### src/rtl/mul_tree_pipe.sv
// Pipelined unsigned product of NUM_OPS operands via a balanced binary tree,
// with valid/ready stall, tag sideband, scaled output and saturation.

module mul_tree_node #(
  parameter int W = 20
) (
  input  logic           clk,
  input  logic           en,
  input  logic [W-1:0]   a,
  input  logic [W-1:0]   b,
  output logic [2*W-1:0] p
);
  localparam int H  = (W + 1) / 2;
  localparam int HW = W - H;

  logic [2*H-1:0]  ll_d, ll_q;
  logic [W-1:0]    hl_d, hl_q, lh_d, lh_q;
  logic [2*HW-1:0] hh_d, hh_q;
  logic [2*W-1:0]  p_d, p_q;

  // Cycle A: four half-width partial products; cycle B: recombine exactly.
  always_comb begin
    ll_d = (2*H)'(a[H-1:0]) * (2*H)'(b[H-1:0]);
    hl_d = W'(a[W-1:H]) * W'(b[H-1:0]);
    lh_d = W'(a[H-1:0]) * W'(b[W-1:H]);
    hh_d = (2*HW)'(a[W-1:H]) * (2*HW)'(b[W-1:H]);
    p_d  = ((2*W)'(hh_q) << (2*H)) + (((2*W)'(hl_q) + (2*W)'(lh_q)) << H)
         + (2*W)'(ll_q);
  end

  always_ff @(posedge clk) begin
    if (en) begin
      ll_q <= ll_d;
      hl_q <= hl_d;
      lh_q <= lh_d;
      hh_q <= hh_d;
      p_q  <= p_d;
    end
  end

  assign p = p_q;
endmodule

module mul_tree_pipe #(
  parameter int NUM_OPS   = 4,
  parameter int DATA_W    = 10,
  parameter int OUT_W     = 40,
  parameter int OUT_SHIFT = 0,
  parameter int ROUND     = 0,
  parameter int TAG_W     = 1
) (
  input  logic                        clk,
  input  logic                        rst,
  input  logic                        in_valid,
  output logic                        in_ready,
  input  logic [NUM_OPS*DATA_W-1:0]   in_ops,
  input  logic [TAG_W-1:0]            in_tag,
  output logic                        out_valid,
  input  logic                        out_ready,
  output logic [OUT_W-1:0]            out_result,
  output logic                        out_sat,
  output logic [TAG_W-1:0]            out_tag
);
  localparam int L      = $clog2(NUM_OPS);
  localparam int STAGES = 2 * L;
  localparam int FULL_W = NUM_OPS * DATA_W;
  localparam int PW     = 2 * DATA_W;
  localparam int RSH    = (OUT_SHIFT > 0) ? OUT_SHIFT - 1 : 0;
  localparam int SAT_SH = (OUT_W > FULL_W) ? FULL_W : OUT_W;
  localparam logic [FULL_W:0] RND =
    (ROUND != 0 && OUT_SHIFT > 0) ? ((FULL_W+1)'(1) << RSH) : '0;

  logic                             stall, en;
  logic [STAGES:1]                  vld_pipe_d, vld_pipe_q;
  logic [STAGES-1:1][TAG_W-1:0]     tag_pipe_d, tag_pipe_q;
  logic [L:1][FULL_W-1:0]           tree;
  logic [NUM_OPS/2-1:0][PW-1:0]     l1_d, l1_q;
  logic [FULL_W:0]                  scaled;
  logic                             sat;
  logic [OUT_W-1:0]                 out_result_d, out_result_q;
  logic                             out_sat_d, out_sat_q;
  logic [TAG_W-1:0]                 out_tag_d, out_tag_q;

  assign stall    = vld_pipe_q[STAGES] && !out_ready;
  assign en       = !stall;
  assign in_ready = en;

  always_comb begin
    vld_pipe_d    = {vld_pipe_q[STAGES-1:1], in_valid};
    tag_pipe_d    = tag_pipe_q;
    tag_pipe_d[1] = in_tag;
    for (int k = 2; k < STAGES; k++) tag_pipe_d[k] = tag_pipe_q[k-1];
    for (int n = 0; n < NUM_OPS/2; n++)
      l1_d[n] = PW'(in_ops[2*n*DATA_W +: DATA_W]) * PW'(in_ops[(2*n+1)*DATA_W +: DATA_W]);
  end

  assign tree[1] = l1_q;

  for (genvar g = 2; g <= L; g++) begin : g_lvl
    localparam int W = DATA_W << (g - 1);
    for (genvar n = 0; n < (NUM_OPS >> g); n++) begin : g_node
      mul_tree_node #(.W(W)) u_node (
        .clk (clk),
        .en  (en),
        .a   (tree[g-1][2*n*W +: W]),
        .b   (tree[g-1][(2*n+1)*W +: W]),
        .p   (tree[g][2*n*W +: 2*W])
      );
    end
  end

  // Output regs only load on a valid slot so they hold across bubbles.
  always_comb begin
    scaled       = ({1'b0, tree[L]} + RND) >> OUT_SHIFT;
    sat          = |(scaled >> SAT_SH);
    out_result_d = out_result_q;
    out_sat_d    = out_sat_q;
    out_tag_d    = out_tag_q;
    if (vld_pipe_q[STAGES-1]) begin
      out_result_d = sat ? '1 : OUT_W'(scaled);
      out_sat_d    = sat;
      out_tag_d    = tag_pipe_q[STAGES-1];
    end
  end

  always_ff @(posedge clk) begin
    if (rst) begin
      vld_pipe_q   <= '0;
      out_result_q <= '0;
      out_sat_q    <= 1'b0;
      out_tag_q    <= '0;
    end else if (en) begin
      vld_pipe_q   <= vld_pipe_d;
      out_result_q <= out_result_d;
      out_sat_q    <= out_sat_d;
      out_tag_q    <= out_tag_d;
    end
  end

  always_ff @(posedge clk) begin
    if (en) begin
      tag_pipe_q <= tag_pipe_d;
      l1_q       <= l1_d;
    end
  end

  assign out_valid  = vld_pipe_q[STAGES];
  assign out_result = out_result_q;
  assign out_sat    = out_sat_q;
  assign out_tag    = out_tag_q;
endmodule

### config.mk
export PLATFORM = sky130hd
export DESIGN_NAME = mul_tree_pipe
export DESIGN_NICKNAME = d
export VERILOG_FILES = /design/src/rtl/mul_tree_pipe.sv
export SDC_FILE = /design/constraint.sdc
export NUM_CORES = 2
export LEC_CHECK = 0
export CAP_MARGIN = 20
export CORE_MARGIN = 2
export CORE_UTILIZATION = 55
export DETAILED_ROUTE_END_ITERATION = 8
export PLACE_DENSITY = 0.82
export SLEW_MARGIN = 0
export SYNTH_ARGS = -nofsm -noshare
export SYNTH_HDL_FRONTEND = slang
export SYNTH_SLANG_ARGS = --single-unit
export TNS_END_PERCENT = 1
### constraint.sdc
create_clock -name clk -period 8.7 [get_ports clk]
set_clock_uncertainty 0.2 [all_clocks]
set_input_delay 1.74 -clock clk [delete_from_list [all_inputs] [get_ports clk]]
set_output_delay 1.74 -clock clk [all_outputs]
set_load 0.05 [all_outputs]
==> flow_summary.json <==
{
  "cts.sinks": 208,
  "slowest_stage": "clkdlybuf4s50_1",
  "grt_pass1_wl_microns": 105300,
  "h-tree-depth": 1,
  "firstDrtPassIters": 6,
  "route.detailed.drc": 0,
  "regArea_sq_um": 5796,
  "multi_input_area_sq_um": 20630,
  "nFillCells": 4178,
  "clkTransAtPathRegs_ps": 60,
  "gr-usage-met1": 0.3003,
  "period_needed_ps": 7411,
  "fin_ws_ps": 1289,
  "post-route-period-util": 0.8518,
  "clock_path_buffers": 3,
  "max_freq_ghz": 0.1349,
  "cp_num_buf_inv": 6,
  "insertion_delay_ps": 530,
  "cpPeakStageDelay_ps": 680,
  "core_sq_um": 51200,
  "tns_ps": 0,
  "hold_buffers": 0,
  "antenna_found_initial": 0,
  "wirelength_microns": 60880,
  "worst_hold_path_type": "flip-flop to flip-flop",
  "yosys_warnings": 0,
  "rows": 83,
  "max_cap_viol_count": 0,
  "dieArea_sq_um": 53540,
  "drt_iter0_markers": 1270,
  "fp.dieH_microns": 231.4,
  "fp.dieW_microns": 231.4,
  "crit_path_max_fanout": 10,
  "startpoint_type": "input port",
  "cp_cell_sequence": "clkdlybuf4s50_1 -> nand2_1 -> fa_1 -> inv_1 -> fa_1 -> inv_1 -> fa_1 -> inv_1 -> fa_1 -> inv_1 -> fa_1 -> inv_1 -> ha_1 -> a2111oi_0 -> o21ai_0 -> a31oi_1 -> a2bb2oi_1 -> a211oi_2 -> a21oi_1 -> xnor2_1",
  "busiest_layer": "met2",
  "synthCells": 2952,
  "use_met3": 0.02485,
  "port_buffers": 87,
  "cts-resized-gates": 0,
  "crit_type": "input port to flip-flop",
  "crit_family": "adder cells",
  "dp_hpwl_microns": 47600,
  "synth_flop_cell": "edfxtp_1",
  "pin_count": 89,
  "dp_slack_ps": 829.8,
  "worst_slew_pin_slew_ps": 932.6,
  "cts_tree": "done",
  "routedWlPerCell_microns": 16.69,
  "cp.required_ps": 8780,
  "ys_seq_area_frac": 0.2038,
  "timing.final.max_slew_violations": 0,
  "grt_max_degree": 78,
  "area_delta_synth_final_pct": 7.317,
  "num_antenna_cells": 0,
  "outcome": "complete, no violations",
  "grt_use_met2": 0.4289,
  "grt_usage": 0.2388,
  "ys_top_cells_by_area": "fa_1, edfxtp_1, ha_1",
  "grt_overflow_total": 0,
  "grt_pass1_vias": 22000,
  "vias": 20204,
  "root_buffer": "clkbuf_16",
  "synth_enable_flop_cells": 163,
  "cts_buffers": 22,
  "cts_setup_buffers": 0,
  "yosysTopAreaCell": "fa_1",
  "grt_setup_unrepaired": "no",
  "fin_nets": 3741,
  "setup_violations": 0,
  "synth_top_area_share": 0.2633,
  "finalHoldViolations": 0,
  "synth_cell_types": 72,
  "syn-cell-area_sq_um": 28440,
  "detail-route-antenna-nets": 0,
  "max_slew_margin": 0.3783,
  "cp-end-kind": "flip-flop",
  "place.gp.congestion": 0.9079,
  "drive_gt1_frac": 0.02258,
  "start_util": 0.5554,
  "ys_ff_latch": 208,
  "arrival_ps": 7490,
  "final_util": 0.5961,
  "synth_nets": 3742,
  "async_flop_share": 0,
  "syn_avg_cell_area_sq_um": 9.633,
  "viasPerCell": 5.540
}
==> cell families after synthesis <==
family | Yosys count | synth area share
flops | 208 | 0.2038
simple gates | 930 | 0.1658
fa+ha+maj | 745 | 0.4265
compound gates | 390 | 0.08857
mux | 4 | 0.001452
other cells | 1 | 0.0001319
buf+inv | 534 | 0.07062
xor+xnor | 140 | 0.04312
==> final timing paths <==
path / from / to / slack, ps / depth (start not counted)
worst max register to register: l1_q[5] / g_lvl[2].g_node[0].u_node.lh_q[17] / 2210 / 18
worst min register to register: g_lvl[2].g_node[0].u_node.ll_q[4] / g_lvl[2].g_node[0].u_node.p[4] / 220 / 0
worst min-delay path: g_lvl[2].g_node[0].u_node.ll_q[4] / g_lvl[2].g_node[0].u_node.p[4] / 220 / 0
worst max-delay path: in_ops[7] / l1_q[19] / 1290 / 20
==> cell usage after synthesis, drive strengths merged, types with 6 or more instances <==
cell,count
edfxtp,163
ha,371
a31oi,8
a211o,6
a2111oi,7
a211oi,15
a21oi,150
nor4,6
dfxtp,45
nand2,360
nand4,11
nor2b,12
o21bai,25
nand2b,13
inv,406
o31ai,7
o21a,19
and2,383
nor3,23
clkbuf,124
and3,18
xor2,41
xnor2,99
nor2,72
nand3,16
o21ai,61
a21o,47
fa,374
==> flip-flops by register name (all words and copies together) (netlist names) <==
signal	flops
g_lvl.g_node.u_node.p	40
l1_q	40
out_result	40
g_lvl.g_node.u_node.hh_q	20
g_lvl.g_node.u_node.hl_q	20
g_lvl.g_node.u_node.lh_q	20
g_lvl.g_node.u_node.ll_q	20
vld_pipe_q	4
tag_pipe_d	2
out_tag	1
tag_pipe_q	1
==> cells in the final DEF (no fill, tap or decap), types with 23 or more instances in the layout <==
master / netlist / final
ha_1: 371 / 371
clkdlybuf4s50_1: 0 / 87
nand2_1: 360 / 360
edfxtp_1: 163 / 163
o21ai_0: 53 / 53
dfxtp_1: 45 / 45
xnor2_1: 99 / 99
nor3_1: 23 / 23
o21bai_1: 25 / 25
nor2_1: 72 / 72
clkbuf_16: 0 / 23
inv_1: 406 / 405
a21o_1: 47 / 47
fa_1: 374 / 374
xor2_1: 41 / 41
and2_1: 383 / 383
a21oi_1: 148 / 148
==> metrics by stage <==
| step | instance area [sq um] | hold WS, ps | cells |
|---|---|---|---|
| after floorplan | 28440 | 200.3 | 2952 |
| after global placement | 29800 | 202.9 | 3607 |
| after detailed placement | 29800 | 205.7 | 3607 |
| after CTS | 30520 | 219.9 | 3647 |
| after global routing | 30520 | 224.1 | 3647 |
| final | 30520 | 217.0 | 3647 |
==> layer usage <==
metal,wire length [microns],vias up
met5,0,-
met4,1969,0
met3,3285,122
met2,30520,617
met1,25100,9924
li1,-,9541
==> layout make-up <==
cell class | instances | area share
Sequential cell | 208 | 0.1899
Inverter | 406 | 0.05010
Multi-Input combinational cell | 2210 | 0.6761
Timing Repair Buffer | 103 | 0.03247
Tap cell | 680 | 0.02788
Clock inverter | 14 | 0.004305
Clock buffer | 26 | 0.01923
Power is left out: the tool's default activity adds up to more than one toggle a clock period on the data nets, which glitch-free logic cannot reach.
